--- src/rtl/alu_pkg.sv ---
// rtl/alu_pkg.sv - ALU select codes, MIPS opcode/funct constants and op classes.
package alu_pkg;

   localparam logic [3:0] ALU_AND  = 4'd0;
   localparam logic [3:0] ALU_OR   = 4'd1;
   localparam logic [3:0] ALU_ADD  = 4'd2;
   localparam logic [3:0] ALU_SUB  = 4'd6;
   localparam logic [3:0] ALU_SLTU = 4'd7;
   localparam logic [3:0] ALU_SLT  = 4'd8;
   localparam logic [3:0] ALU_NOR  = 4'd12;

   localparam logic [5:0] OP_RTYPE = 6'h00;
   localparam logic [5:0] OP_BEQ   = 6'h04;
   localparam logic [5:0] OP_ADDI  = 6'h08;
   localparam logic [5:0] OP_ADDIU = 6'h09;
   localparam logic [5:0] OP_SLTI  = 6'h0A;
   localparam logic [5:0] OP_SLTIU = 6'h0B;
   localparam logic [5:0] OP_ANDI  = 6'h0C;
   localparam logic [5:0] OP_ORI   = 6'h0D;

   localparam logic [5:0] FN_ADD  = 6'h20;
   localparam logic [5:0] FN_ADDU = 6'h21;
   localparam logic [5:0] FN_SUB  = 6'h22;
   localparam logic [5:0] FN_SUBU = 6'h23;
   localparam logic [5:0] FN_AND  = 6'h24;
   localparam logic [5:0] FN_OR   = 6'h25;
   localparam logic [5:0] FN_NOR  = 6'h27;
   localparam logic [5:0] FN_SLT  = 6'h2A;
   localparam logic [5:0] FN_SLTU = 6'h2B;

   typedef enum logic [1:0] {ARITH_ADD, ARITH_SUB, OTHER} op_class_e;

endpackage

--- src/rtl/ALU_32bit.sv ---
// rtl/ALU_32bit.sv - combinational 32-bit ALU selected by ALU_Sel.
module ALU_32bit
   import alu_pkg::*;
(
   input  logic [31:0] A,
   input  logic [31:0] B,
   input  logic [3:0]  ALU_Sel,
   output logic [31:0] ALU_Out,
   output logic        CarryOut
);

   logic [32:0] sum;

   assign sum      = {1'b0, A} + {1'b0, B};
   // Carry always reports the unsigned A+B, whatever the select.
   assign CarryOut = sum[32];

   always_comb begin
      ALU_Out = '0;
      case (ALU_Sel)
         ALU_AND:  ALU_Out = A & B;
         ALU_OR:   ALU_Out = A | B;
         ALU_ADD:  ALU_Out = sum[31:0];
         ALU_SUB:  ALU_Out = A - B;
         ALU_SLTU: ALU_Out = {31'd0, (A < B)};
         ALU_SLT:  ALU_Out = {31'd0, ($signed(A) < $signed(B))};
         ALU_NOR:  ALU_Out = ~(A | B);
         default:  ALU_Out = '0;
      endcase
   end

endmodule

--- src/rtl/alu_op_decode.sv ---
// rtl/alu_op_decode.sv - maps opcode/funct/imm to ALU select, operand B, op class and err.
module alu_op_decode
   import alu_pkg::*;
(
   input  logic [5:0]  opcode,
   input  logic [5:0]  funct,
   input  logic [31:0] rt,
   input  logic [15:0] imm,
   output logic [3:0]  sel,
   output logic [31:0] b,
   output op_class_e   cls,
   output logic        err
);

   logic [31:0] imm_sx;
   logic [31:0] imm_zx;

   assign imm_sx = {{16{imm[15]}}, imm};
   assign imm_zx = {16'd0, imm};

   // Illegal encodings fall through with select AND and B=0.
   always_comb begin
      sel = ALU_AND;
      b   = '0;
      cls = OTHER;
      err = 1'b0;
      case (opcode)
         OP_RTYPE: begin
            b = rt;
            case (funct)
               FN_AND:  sel = ALU_AND;
               FN_OR:   sel = ALU_OR;
               FN_ADD:  begin sel = ALU_ADD; cls = ARITH_ADD; end
               FN_ADDU: sel = ALU_ADD;
               FN_SUB:  begin sel = ALU_SUB; cls = ARITH_SUB; end
               FN_SUBU: sel = ALU_SUB;
               FN_SLTU: sel = ALU_SLTU;
               FN_SLT:  sel = ALU_SLT;
               FN_NOR:  sel = ALU_NOR;
               default: begin b = '0; err = 1'b1; end
            endcase
         end
         OP_ADDI:  begin sel = ALU_ADD;  b = imm_sx; cls = ARITH_ADD; end
         OP_ADDIU: begin sel = ALU_ADD;  b = imm_sx; end
         OP_SLTI:  begin sel = ALU_SLT;  b = imm_sx; end
         OP_SLTIU: begin sel = ALU_SLTU; b = imm_sx; end
         OP_ANDI:  begin sel = ALU_AND;  b = imm_zx; end
         OP_ORI:   begin sel = ALU_OR;   b = imm_zx; end
         OP_BEQ:   begin sel = ALU_SUB;  b = rt; end
         default:  err = 1'b1;
      endcase
   end

endmodule

--- src/rtl/alu_issue_ctrl.sv ---
// rtl/alu_issue_ctrl.sv - two-stage issue/retire wrapper around ALU_32bit with
// valid/ready on both sides, overflow trap, illegal-op flag and retire counters.
module alu_issue_ctrl
   import alu_pkg::*;
#(
   parameter int W     = 32,
   parameter int CNT_W = 16
) (
   input  logic             clk,
   input  logic             rst_n,
   input  logic             in_valid,
   output logic             in_ready,
   input  logic [5:0]       in_opcode,
   input  logic [5:0]       in_funct,
   input  logic [W-1:0]     in_rs,
   input  logic [W-1:0]     in_rt,
   input  logic [15:0]      in_imm,
   output logic             out_valid,
   input  logic             out_ready,
   output logic [W-1:0]     out_result,
   output logic             out_zero,
   output logic             out_carry,
   output logic             out_ovf,
   output logic             out_err,
   output logic [CNT_W-1:0] retired_cnt,
   output logic [CNT_W-1:0] err_cnt
);

   logic             s1_valid_q, s1_valid_d;
   logic [3:0]       s1_sel_q, s1_sel_d;
   logic [W-1:0]     s1_a_q, s1_a_d;
   logic [W-1:0]     s1_b_q, s1_b_d;
   op_class_e        s1_cls_q, s1_cls_d;
   logic             s1_err_q, s1_err_d;

   logic             s2_valid_q, s2_valid_d;
   logic [W-1:0]     s2_res_q, s2_res_d;
   logic             s2_carry_q, s2_carry_d;
   logic             s2_ovf_q, s2_ovf_d;
   logic             s2_err_q, s2_err_d;

   logic [CNT_W-1:0] retired_q, retired_d;
   logic [CNT_W-1:0] errs_q, errs_d;

   logic             s1_ready, s2_ready;
   logic [3:0]       dec_sel;
   logic [W-1:0]     dec_b;
   op_class_e        dec_cls;
   logic             dec_err;
   logic [W-1:0]     alu_out;
   logic             alu_carry;

   alu_op_decode u_dec (
      .opcode (in_opcode),
      .funct  (in_funct),
      .rt     (in_rt),
      .imm    (in_imm),
      .sel    (dec_sel),
      .b      (dec_b),
      .cls    (dec_cls),
      .err    (dec_err)
   );

   ALU_32bit u_alu (
      .A        (s1_a_q),
      .B        (s1_b_q),
      .ALU_Sel  (s1_sel_q),
      .ALU_Out  (alu_out),
      .CarryOut (alu_carry)
   );

   // Ready depends only on registered valids, never on in_valid.
   assign s2_ready = !s2_valid_q || out_ready;
   assign s1_ready = !s1_valid_q || s2_ready;

   always_comb begin
      s1_valid_d = s1_valid_q;
      s1_sel_d   = s1_sel_q;
      s1_a_d     = s1_a_q;
      s1_b_d     = s1_b_q;
      s1_cls_d   = s1_cls_q;
      s1_err_d   = s1_err_q;
      s2_valid_d = s2_valid_q;
      s2_res_d   = s2_res_q;
      s2_carry_d = s2_carry_q;
      s2_ovf_d   = s2_ovf_q;
      s2_err_d   = s2_err_q;
      retired_d  = retired_q;
      errs_d     = errs_q;

      if (s1_ready) begin
         s1_valid_d = in_valid;
         if (in_valid) begin
            s1_sel_d = dec_sel;
            s1_a_d   = in_rs;
            s1_b_d   = dec_b;
            s1_cls_d = dec_cls;
            s1_err_d = dec_err;
         end
      end

      if (s2_ready) begin
         s2_valid_d = s1_valid_q;
         if (s1_valid_q) begin
            s2_res_d   = s1_err_q ? '0 : alu_out;
            s2_carry_d = !s1_err_q && alu_carry;
            s2_err_d   = s1_err_q;
            case (s1_cls_q)
               ARITH_ADD: s2_ovf_d = (s1_a_q[W-1] == s1_b_q[W-1]) && (alu_out[W-1] != s1_a_q[W-1]);
               ARITH_SUB: s2_ovf_d = (s1_a_q[W-1] != s1_b_q[W-1]) && (alu_out[W-1] != s1_a_q[W-1]);
               default:   s2_ovf_d = 1'b0;
            endcase
         end
      end

      if (s2_valid_q && out_ready) begin
         retired_d = retired_q + CNT_W'(1);
         if (s2_err_q) begin
            errs_d = errs_q + CNT_W'(1);
         end
      end
   end

   always_ff @(posedge clk or negedge rst_n) begin
      if (!rst_n) begin
         s1_valid_q <= 1'b0;
         s1_sel_q   <= '0;
         s1_a_q     <= '0;
         s1_b_q     <= '0;
         s1_cls_q   <= OTHER;
         s1_err_q   <= 1'b0;
         s2_valid_q <= 1'b0;
         s2_res_q   <= '0;
         s2_carry_q <= 1'b0;
         s2_ovf_q   <= 1'b0;
         s2_err_q   <= 1'b0;
         retired_q  <= '0;
         errs_q     <= '0;
      end else begin
         s1_valid_q <= s1_valid_d;
         s1_sel_q   <= s1_sel_d;
         s1_a_q     <= s1_a_d;
         s1_b_q     <= s1_b_d;
         s1_cls_q   <= s1_cls_d;
         s1_err_q   <= s1_err_d;
         s2_valid_q <= s2_valid_d;
         s2_res_q   <= s2_res_d;
         s2_carry_q <= s2_carry_d;
         s2_ovf_q   <= s2_ovf_d;
         s2_err_q   <= s2_err_d;
         retired_q  <= retired_d;
         errs_q     <= errs_d;
      end
   end

   assign in_ready    = s1_ready;
   assign out_valid   = s2_valid_q;
   assign out_result  = s2_res_q;
   // Zero comes from the held result so it stays 0 while idle and for errors.
   assign out_zero    = s2_valid_q && !s2_err_q && (s2_res_q == '0);
   assign out_carry   = s2_carry_q;
   assign out_ovf     = s2_ovf_q;
   assign out_err     = s2_err_q;
   assign retired_cnt = retired_q;
   assign err_cnt     = errs_q;

endmodule

--- config.mk ---
export PLATFORM = sky130hd
export DESIGN_NAME = alu_issue_ctrl
export DESIGN_NICKNAME = d
export VERILOG_FILES = /design/src/rtl/alu_pkg.sv /design/src/rtl/ALU_32bit.sv /design/src/rtl/alu_op_decode.sv /design/src/rtl/alu_issue_ctrl.sv
export SDC_FILE = /design/constraint.sdc
export NUM_CORES = 1
export LEC_CHECK = 0
export BUFFER_PORTS_ARGS = -buffer_cell sky130_fd_sc_hd__buf_4
export CORE_MARGIN = 4
export CORE_UTILIZATION = 63
export DETAILED_ROUTE_END_ITERATION = 6
export PLACE_DENSITY = 0.94
export SETUP_SLACK_MARGIN = 0.2
export SYNTH_ARGS = -nofsm -noshare
export SYNTH_HDL_FRONTEND = slang
export SYNTH_HIERARCHICAL = 1
export SYNTH_SLANG_ARGS = --single-unit
--- constraint.sdc ---
create_clock -name clk -period 5.85 [get_ports clk]
set_input_delay 0.2925 -clock clk [delete_from_list [all_inputs] [get_ports clk]]
set_output_delay 0.2925 -clock clk [all_outputs]
set_load 0.01 [all_outputs]
==> impl_metrics.toml, run 1 <==
[power]
power_density_mw_per_mm2 = 261
p_seq_share_pct = 35.8
power.switching_uw = 1180
p_leak_uw = 0.00598
ir_worst_vdd_mv = 0.226
clockPowerShare_pct = 33.6
totalPowerFinal_uw = 3330
p_sw_share_pct = 35.5
p_comb_share_pct = 30.6
power.internal_uw = 2150

[worst_setup_path]
path_max_fanout = 4
worstSetupPathType = "reg -> reg"
crit_arrival_ns = 4.28
cp-end-kind = "flop"
required_ns = 6.17
critPathLaunchType = "flop"

[place]
io_buffers = 165
gp_congestion = 0.988
placed_cells = 1545
place_hpwl_mm = 22.3

[clock_tree]
cts_tree = "done"
htreeDepth = 4
numClockSinks = 140
clk_pin_slew_ns = 0.07
cts_buffers = 17
clockBufferDepth = 2
clock_latency_ns = 0.43
root_buffer = "clkbuf_16"

[routing]
wl_mm = 31.1
vias = 10030
via_per_inst = 6.36
postRouteAntennaNets = 0
first_pass_iters = 7
wl_per_cell_microns = 19.7
drc = 0
drtIter0Drc = 1068

[synth]
synthesis.area_sq_mm = 0.0109
ys_seq_elements = 140
ys.flop_type = "dfrtp_1"
synth-edff-count = 0
synth_cells = 1219
synth_top_area_share_pct = 31.9
synth_top_cell_by_area = "dfrtp_1"
syn-num-nets = 1416
seq_area_frac_synth_pct = 32.2
ys_types = 84
async_reset_ff_share_pct = 100
avgSynthCellArea_sq_um = 8.94
yosys-top-cells-area = "dfrtp_1 (32%), ha_1 (11%), mux2_2 (7.8%)"
synth.yosys.warnings = 6

[timing]
drv_slew = 0
timing_hold_violations_final = 0
tightestPinTransition_ns = 1.09
tns_ns = 0
period_minus_slack_ns = 3.96
rsz0062_at_grt = "false"
finalSetupViolations = 0
relSlewSlack_pct = 26.9
fmax_mhz = 253
post-route-period-util_pct = 67.6
finClkSkew_ns = 0.00926

[global_routing]
first_global_vias = 9899
grt_overflow = 0
grt_pass1_wl_mm = 50.3
grt_usage_pct = 31.4
grt_max_degree = 86
antenna_found_initial = 0

[die]
dieArea_sq_mm = 0.0195
start_util_pct = 65.0
rows = 47
ios = 166
dieHeight_microns = 140
core-area_sq_mm = 0.0168
die_width_microns = 140

[job]
maxCapViolations = 0

[final_layout]
diodes = 0
drive_gt1_share_pct = 22.8
fin_cells = 1578
area_growth_pct = 17.1
layout.nets = 1542

[hold_path]
hold_path.class = "in -> reg"

[run_status]
outcome = "complete, no violations"
[power by group through the flow]
stage	combinational [uW]	sequential, uW	clock [uW]
floorplan	660	1190	0
global placement	951	1190	0
global route	1110	1210	1170
finish	1020	1190	1120
CTS	1000	1190	1130
detailed placement	985	1210	0
[state kept, by name, indices dropped and copies added, names as in the netlist]
| name | flops |
|---|---|
| out_result | 32 |
| s1_a_q | 32 |
| s1_b_q | 32 |
| err_cnt | 16 |
| retired_cnt | 16 |
| s1_sel_q | 4 |
| s1_cls_q | 2 |
| out_carry | 1 |
| out_err | 1 |
| out_ovf | 1 |
| out_valid | 1 |
| s1_err_q | 1 |
| s1_valid_q | 1 |
[worst paths after layout]
| path | startpoint | to | slack (ns) | depth (start not counted) |
|---|---|---|---|---|
| setup reg to reg | s1_a_q[1]$_DFFE_PN0P_ | out_ovf$_DFFE_PN0P_ | 1.89 | 16 |
| hold reg to reg | err_cnt[15]$_DFFE_PN0P_ | err_cnt[15]$_DFFE_PN0P_ | 0.47 | 1 |
| max in group asynchronous | rst_n | s1_a_q[25]$_DFFE_PN0P_ | 4.18 | 3 |
| setup / recovery | s1_a_q[1]$_DFFE_PN0P_ | out_ovf$_DFFE_PN0P_ | 1.89 | 16 |
| hold / removal | in_rs[8] | s1_a_q[8]$_DFFE_PN0P_ | 0.08 | 2 |
| min in group asynchronous | rst_n | out_result[15]$_DFFE_PN0P_ | 0.47 | 2 |
[final cells by class]
type / instances / area, sq um
multi-input cells: 897 / 6620
clock inverters: 15 / 180
flip-flops and latches: 140 / 3500
fillers: 1148 / 4000
repair buffers: 176 / 1330
well taps: 220 / 275
clock buffers: 17 / 425
inverters: 113 / 424
[cells by family (layout without fill, tap and decap cells)]
group                    count (synthesis)  in the layout  synth area share (%)
XOR/XNOR                                60             60                  4.82
AND/OR/NAND/NOR                        334            334                  15.2
adder cells (fa/ha/maj)                101            101                  11.7
AO/OA/AOI/OAI                          322            322                  20.7
flip-flops                             140            140                  32.2
buffers and inverters                  182            321                  7.20
multiplexers                            80             80                  8.21
[metal layers]
| layer | vias to the layer above | part of all wire [%] | GRT usage [%] |
|---|---|---|---|
| met5 | - | 0 | 0 |
| li1 | 4573 | - | - |
| met1 | 4760 | 41 | 42.8 |
| met3 | 94 | 9.8 | 6.55 |
| met2 | 603 | 46 | 49.8 |
| met4 | 0 | 2.8 | 11.5 |
[worst max-delay path, cell delays in order, from the launching register on]
cell	delay [ns]
dfrtp_1	0.41
inv_1	0.14
ha_1	0.36
o21ba_1	0.21
nor2_1	0.15
a2bb2oi_1	0.14
o41ai_1	0.47
a31oi_1	0.24
o31a_2	0.38
o41ai_2	0.38
o41a_1	0.27
nor3_1	0.08
o22ai_1	0.12
nand2_1	0.11
nor2b_1	0.12
a22oi_1	0.07
o31ai_1	0.20
[what timing repair did]
| action | 4_1_cts | 5_1_grt |
|---|---|---|
| hold buffers | 1 | 0 |
| hold endpoints to repair | 83 | 0 |
| endpoints found under the setup margin | 0 | 0 |
| buffers inserted | 0 | 0 |
| resized for setup | 0 | 0 |
[per-stage QoR]
stage               hold slack [ns]  instance area, sq um  setup WS, ns  utilization [%]
floorplan                  -0.00309                 10900          2.64                -
global placement              0.393                 12100          2.23             72.5
detailed placement            0.398                 12100          2.04             72.5
CTS                          0.0770                 12800          1.97             76.1
global route                 0.0730                 12800          1.62             76.1
finish                       0.0841                 12800          1.89             76.1
[cells in the mapped netlist, drive strengths merged, types with 5 or more instances]
cell	number
inv	113
buf	34
clkbuf	35
and3	6
nand3	20
nand4	17
a21o	11
xor2	14
a221oi	31
o21bai	16
nand2	84
a31o	5
dfrtp	139
nor2b	11
a211oi	12
nor3	15
nand2b	45
mux2i	5
a31oi	9
o31ai	29
a21oi	59
nor2	96
mux2	75
a32o	16
xnor2	46
o21ai	85
nor4	21
ha	99
o211ai	5
[layout by cell type (no fill, tap or decap), types with 11 or more instances in the layout]
cell type  Yosys  routed
xnor2_1       46      46
buf_4          1     174
clkbuf_16      0      17
nand2b_1      44      44
mux2_2        75      75
nand4_1       16      16
inv_1        113     113
a21oi_1       59      59
nand3_1       20      20
a32o_1        16      16
xor2_1        14      14
ha_1          99      99
nor2b_1       11      11
nor4_1        20      19
nor3_1        14      13
nor2_1        96      96
nand2_1       83      82
o21bai_1      16      16
dfrtp_1      139     139
a21o_1        11      11
a221oi_1      30      30
o31ai_1       29      29
o21ai_0       79      79
Note: power is estimated with default switching activity, not from simulation.
==> run 2, diff against run 1 <==
--- a/config.mk
+++ b/config.mk
@@ -5,11 +5,12 @@
 export SDC_FILE = /design/constraint.sdc
 export NUM_CORES = 1
 export LEC_CHECK = 0
+export ABC_AREA = 1
 export BUFFER_PORTS_ARGS = -buffer_cell sky130_fd_sc_hd__buf_4
 export CORE_MARGIN = 4
-export CORE_UTILIZATION = 63
+export CORE_UTILIZATION = 54
 export DETAILED_ROUTE_END_ITERATION = 6
-export PLACE_DENSITY = 0.94
+export PLACE_DENSITY = 0.85
 export SETUP_SLACK_MARGIN = 0.2
 export SYNTH_ARGS = -nofsm -noshare
 export SYNTH_HDL_FRONTEND = slang
==> constraint.sdc (replaced) <==
create_clock -name clk -period 3.3 [get_ports clk]
set_input_delay 0.165 -clock clk [delete_from_list [all_inputs] [get_ports clk]]
set_output_delay 0.165 -clock clk [all_outputs]
set_load 0.01 [all_outputs]
==> run 2 against run 1 <==
Global-route usage rose by 3.4 points. Combinational power rose by 150%. Core utilization fell by 11 points. Cell count rose by 65%. Clock power rose by 83%. Via count rose by 44%. The flow now finishes with violations (design-rule violations). Routed wire length rose by 52%. Highest routed layer is now met5. Final area rose by 20%. Area after synthesis rose by 20%. Synthesized cell count rose by 73%. Largest power group is now combinational cells. Clock-buffer cell count did not move. Power rose by 100%. Critical endpoint unchanged. Largest cell class unchanged.
==> impl_metrics.toml, run 2 <==
[run_status]
outcome = "complete, but fails checks"
violations = "design-rule violations"

[routing]
drtIter0Drc = 1774
postRouteAntennaNets = 0
drc = 16
vias = 14464
wl_mm = 47.2
wl_per_cell_microns = 18.2
first_pass_iters = 7
via_per_inst = 5.57

[power]
p_leak_uw = 0.00871
p_seq_share_pct = 31.5
totalPowerFinal_uw = 6700
p_sw_share_pct = 43.7
clockPowerShare_pct = 30.6
p_comb_share_pct = 37.9
power.switching_uw = 2930
power_density_mw_per_mm2 = 436
power.internal_uw = 3770
ir_worst_vdd_mv = 0.420

[synth]
synth_cells = 2108
avgSynthCellArea_sq_um = 6.19
async_reset_ff_share_pct = 100
yosysMostFrequentCell = "nand2_1"
synth_top_cell_by_area = "dfrtp_1"
yosys-top-cells-count = "nand2_1 (727), inv_1 (361), nand3_1 (243)"
synth.yosys.warnings = 6
ys_types = 45
synth-edff-count = 0
ys_seq_elements = 140
synth_top_area_share_pct = 26.7
ys.flop_type = "dfrtp_1"
seq_area_frac_synth_pct = 26.9
syn-num-nets = 2305
synthesis.area_sq_mm = 0.0130
yosys-top-cells-area = "dfrtp_1 (27%), nand2_1 (21%), inv_1 (10%)"

[worst_setup_path]
required_ns = 3.63
crit_arrival_ns = 3.32
r2r_cells = 17
worstSetupPathType = "reg -> reg"
path_max_fanout = 8
critPathLaunchType = "flop"
cp-end-kind = "flop"

[timing]
tightestPinTransition_ns = 0.925
finalSetupViolations = 0
finClkSkew_ns = 0.0189
period_minus_slack_ns = 2.99
post-route-period-util_pct = 90.7
timing_hold_violations_final = 0
tns_ns = 0
relSlewSlack_pct = 38.2
holdWs_ns = 0.0229
drv_slew = 0
fmax_mhz = 334
rsz0062_at_grt = "false"

[final_layout]
layout.nets = 2461
fillCellCount = 2222
diodes = 0
area_growth_pct = 17.6
layout_commonest_cell = "nand2_1"
final_cell_mix = "nand2_1 (727), inv_1 (361), nand3_1 (243)"
multi_input_area_sq_mm = 0.00775
drive_gt1_share_pct = 11.6
ff_latch_area_sq_mm = 0.00350
fin_cells = 2596

[global_routing]
first_global_vias = 13417
grt_max_degree = 73
antenna_found_initial = 2
grt_overflow = 0
grt_pass1_wl_mm = 72.4
grt_usage_pct = 34.8

[clock_tree]
root_buffer = "clkbuf_16"
clock_latency_ns = 0.45
cts_tree = "done"
numClockSinks = 140
htreeDepth = 4
clk_pin_slew_ns = 0.08
clockBufferDepth = 2
cts_buffers = 17

[place]
placed_cells = 2538
gp_congestion = 1.04
place_hpwl_mm = 37.2
io_buffers = 165

[die]
rows = 56
die_width_microns = 163
dieArea_sq_mm = 0.0267
core-area_sq_mm = 0.0236
start_util_pct = 55.3
ios = 166
dieHeight_microns = 163

[job]
maxCapViolations = 0

[hold_path]
hold_path.class = "in -> reg"
worstHoldPathCells = 3
==> run 2: final timing paths <==
kind / start / end / slack (ns)
worst max-delay path: s1_a_q[2]$_DFFE_PN0P_ / out_ovf$_DFFE_PN0P_ / 0.31
worst min-delay path: in_rs[18] / s1_a_q[18]$_DFFE_PN0P_ / 0.02
worst max register to register: s1_a_q[2]$_DFFE_PN0P_ / out_ovf$_DFFE_PN0P_ / 0.31
worst min register to register: s1_cls_q[1]$_DFFE_PN1P_ / s1_cls_q[1]$_DFFE_PN1P_ / 0.49
max in group asynchronous: rst_n / s1_cls_q[1]$_DFFE_PN1P_ / 2.32
min in group asynchronous: rst_n / out_result[4]$_DFFE_PN0P_ / 0.22
==> run 2: area by class of cell <==
type	instances	share of cell area [%]
inverters	367	8.98
multi-input cells	1526	50.5
repair buffers	212	11.1
clock buffers	17	2.77
clock inverters	15	1.26
flip-flops and latches	140	22.8
well taps	319	2.60
==> run 2: worst max-delay path, cell delays in order, from the launching register on <==
cell	delay, ns
dfrtp_1	0.41
inv_1	0.07
ha_1	0.46
inv_1	0.18
nand2_1	0.11
nand3_1	0.18
nand2_1	0.25
nand2_1	0.10
nand2_2	0.18
nand2_1	0.10
nand2_1	0.07
nand2_1	0.05
nand3_1	0.07
nand3_1	0.16
o21ai_0	0.27
nor2_1	0.08
nand2_1	0.07
nand2_1	0.05
==> run 2: what timing repair did <==
action,CTS,global route
endpoints found under the setup margin,0,1
setup buffers,0,0
endpoints found under the hold margin,66,1
resized for setup,0,3
hold buffers,25,1
==> run 2: power by group through the flow <==
stage | clock, uW | combinational [uW] | sequential (uW)
detailed placement | 0 | 2430 | 2130
global route | 2120 | 2790 | 2130
global placement | 0 | 2410 | 2120
finish | 2050 | 2540 | 2110
floorplan | 0 | 1570 | 2120
CTS | 2060 | 2470 | 2100
==> run 2: per-stage QoR <==
step                      util, %  setup slack (ns)  instance area (sq um)
after global routing         65.0             0.207                  15300
after detailed placement     61.2             0.405                  14500
after CTS                    64.9             0.376                  15300
final                        65.0             0.308                  15300
after floorplan                 -              1.18                  13000
after global placement       61.2             0.502                  14500
==> run 2: per-layer routing <==
metal,part of all wire (%),routed length (microns),track usage (%)
met1,44,20900,51.6
met3,11,5100,6.76
met4,2.3,1090,9.26
met2,42,20000,52.1
met5,0.045,21,0
==> run 2: cell families after synthesis <==
| family | synth area share, % |
|---|---|
| AOI/OAI and AO/OA | 8.31 |
| xor gates and xnor gates | 1.61 |
| adders and majority gates | 9.80 |
| buffers and inverters | 13.8 |
| DFF | 26.9 |
| and+or+nand+nor | 39.6 |
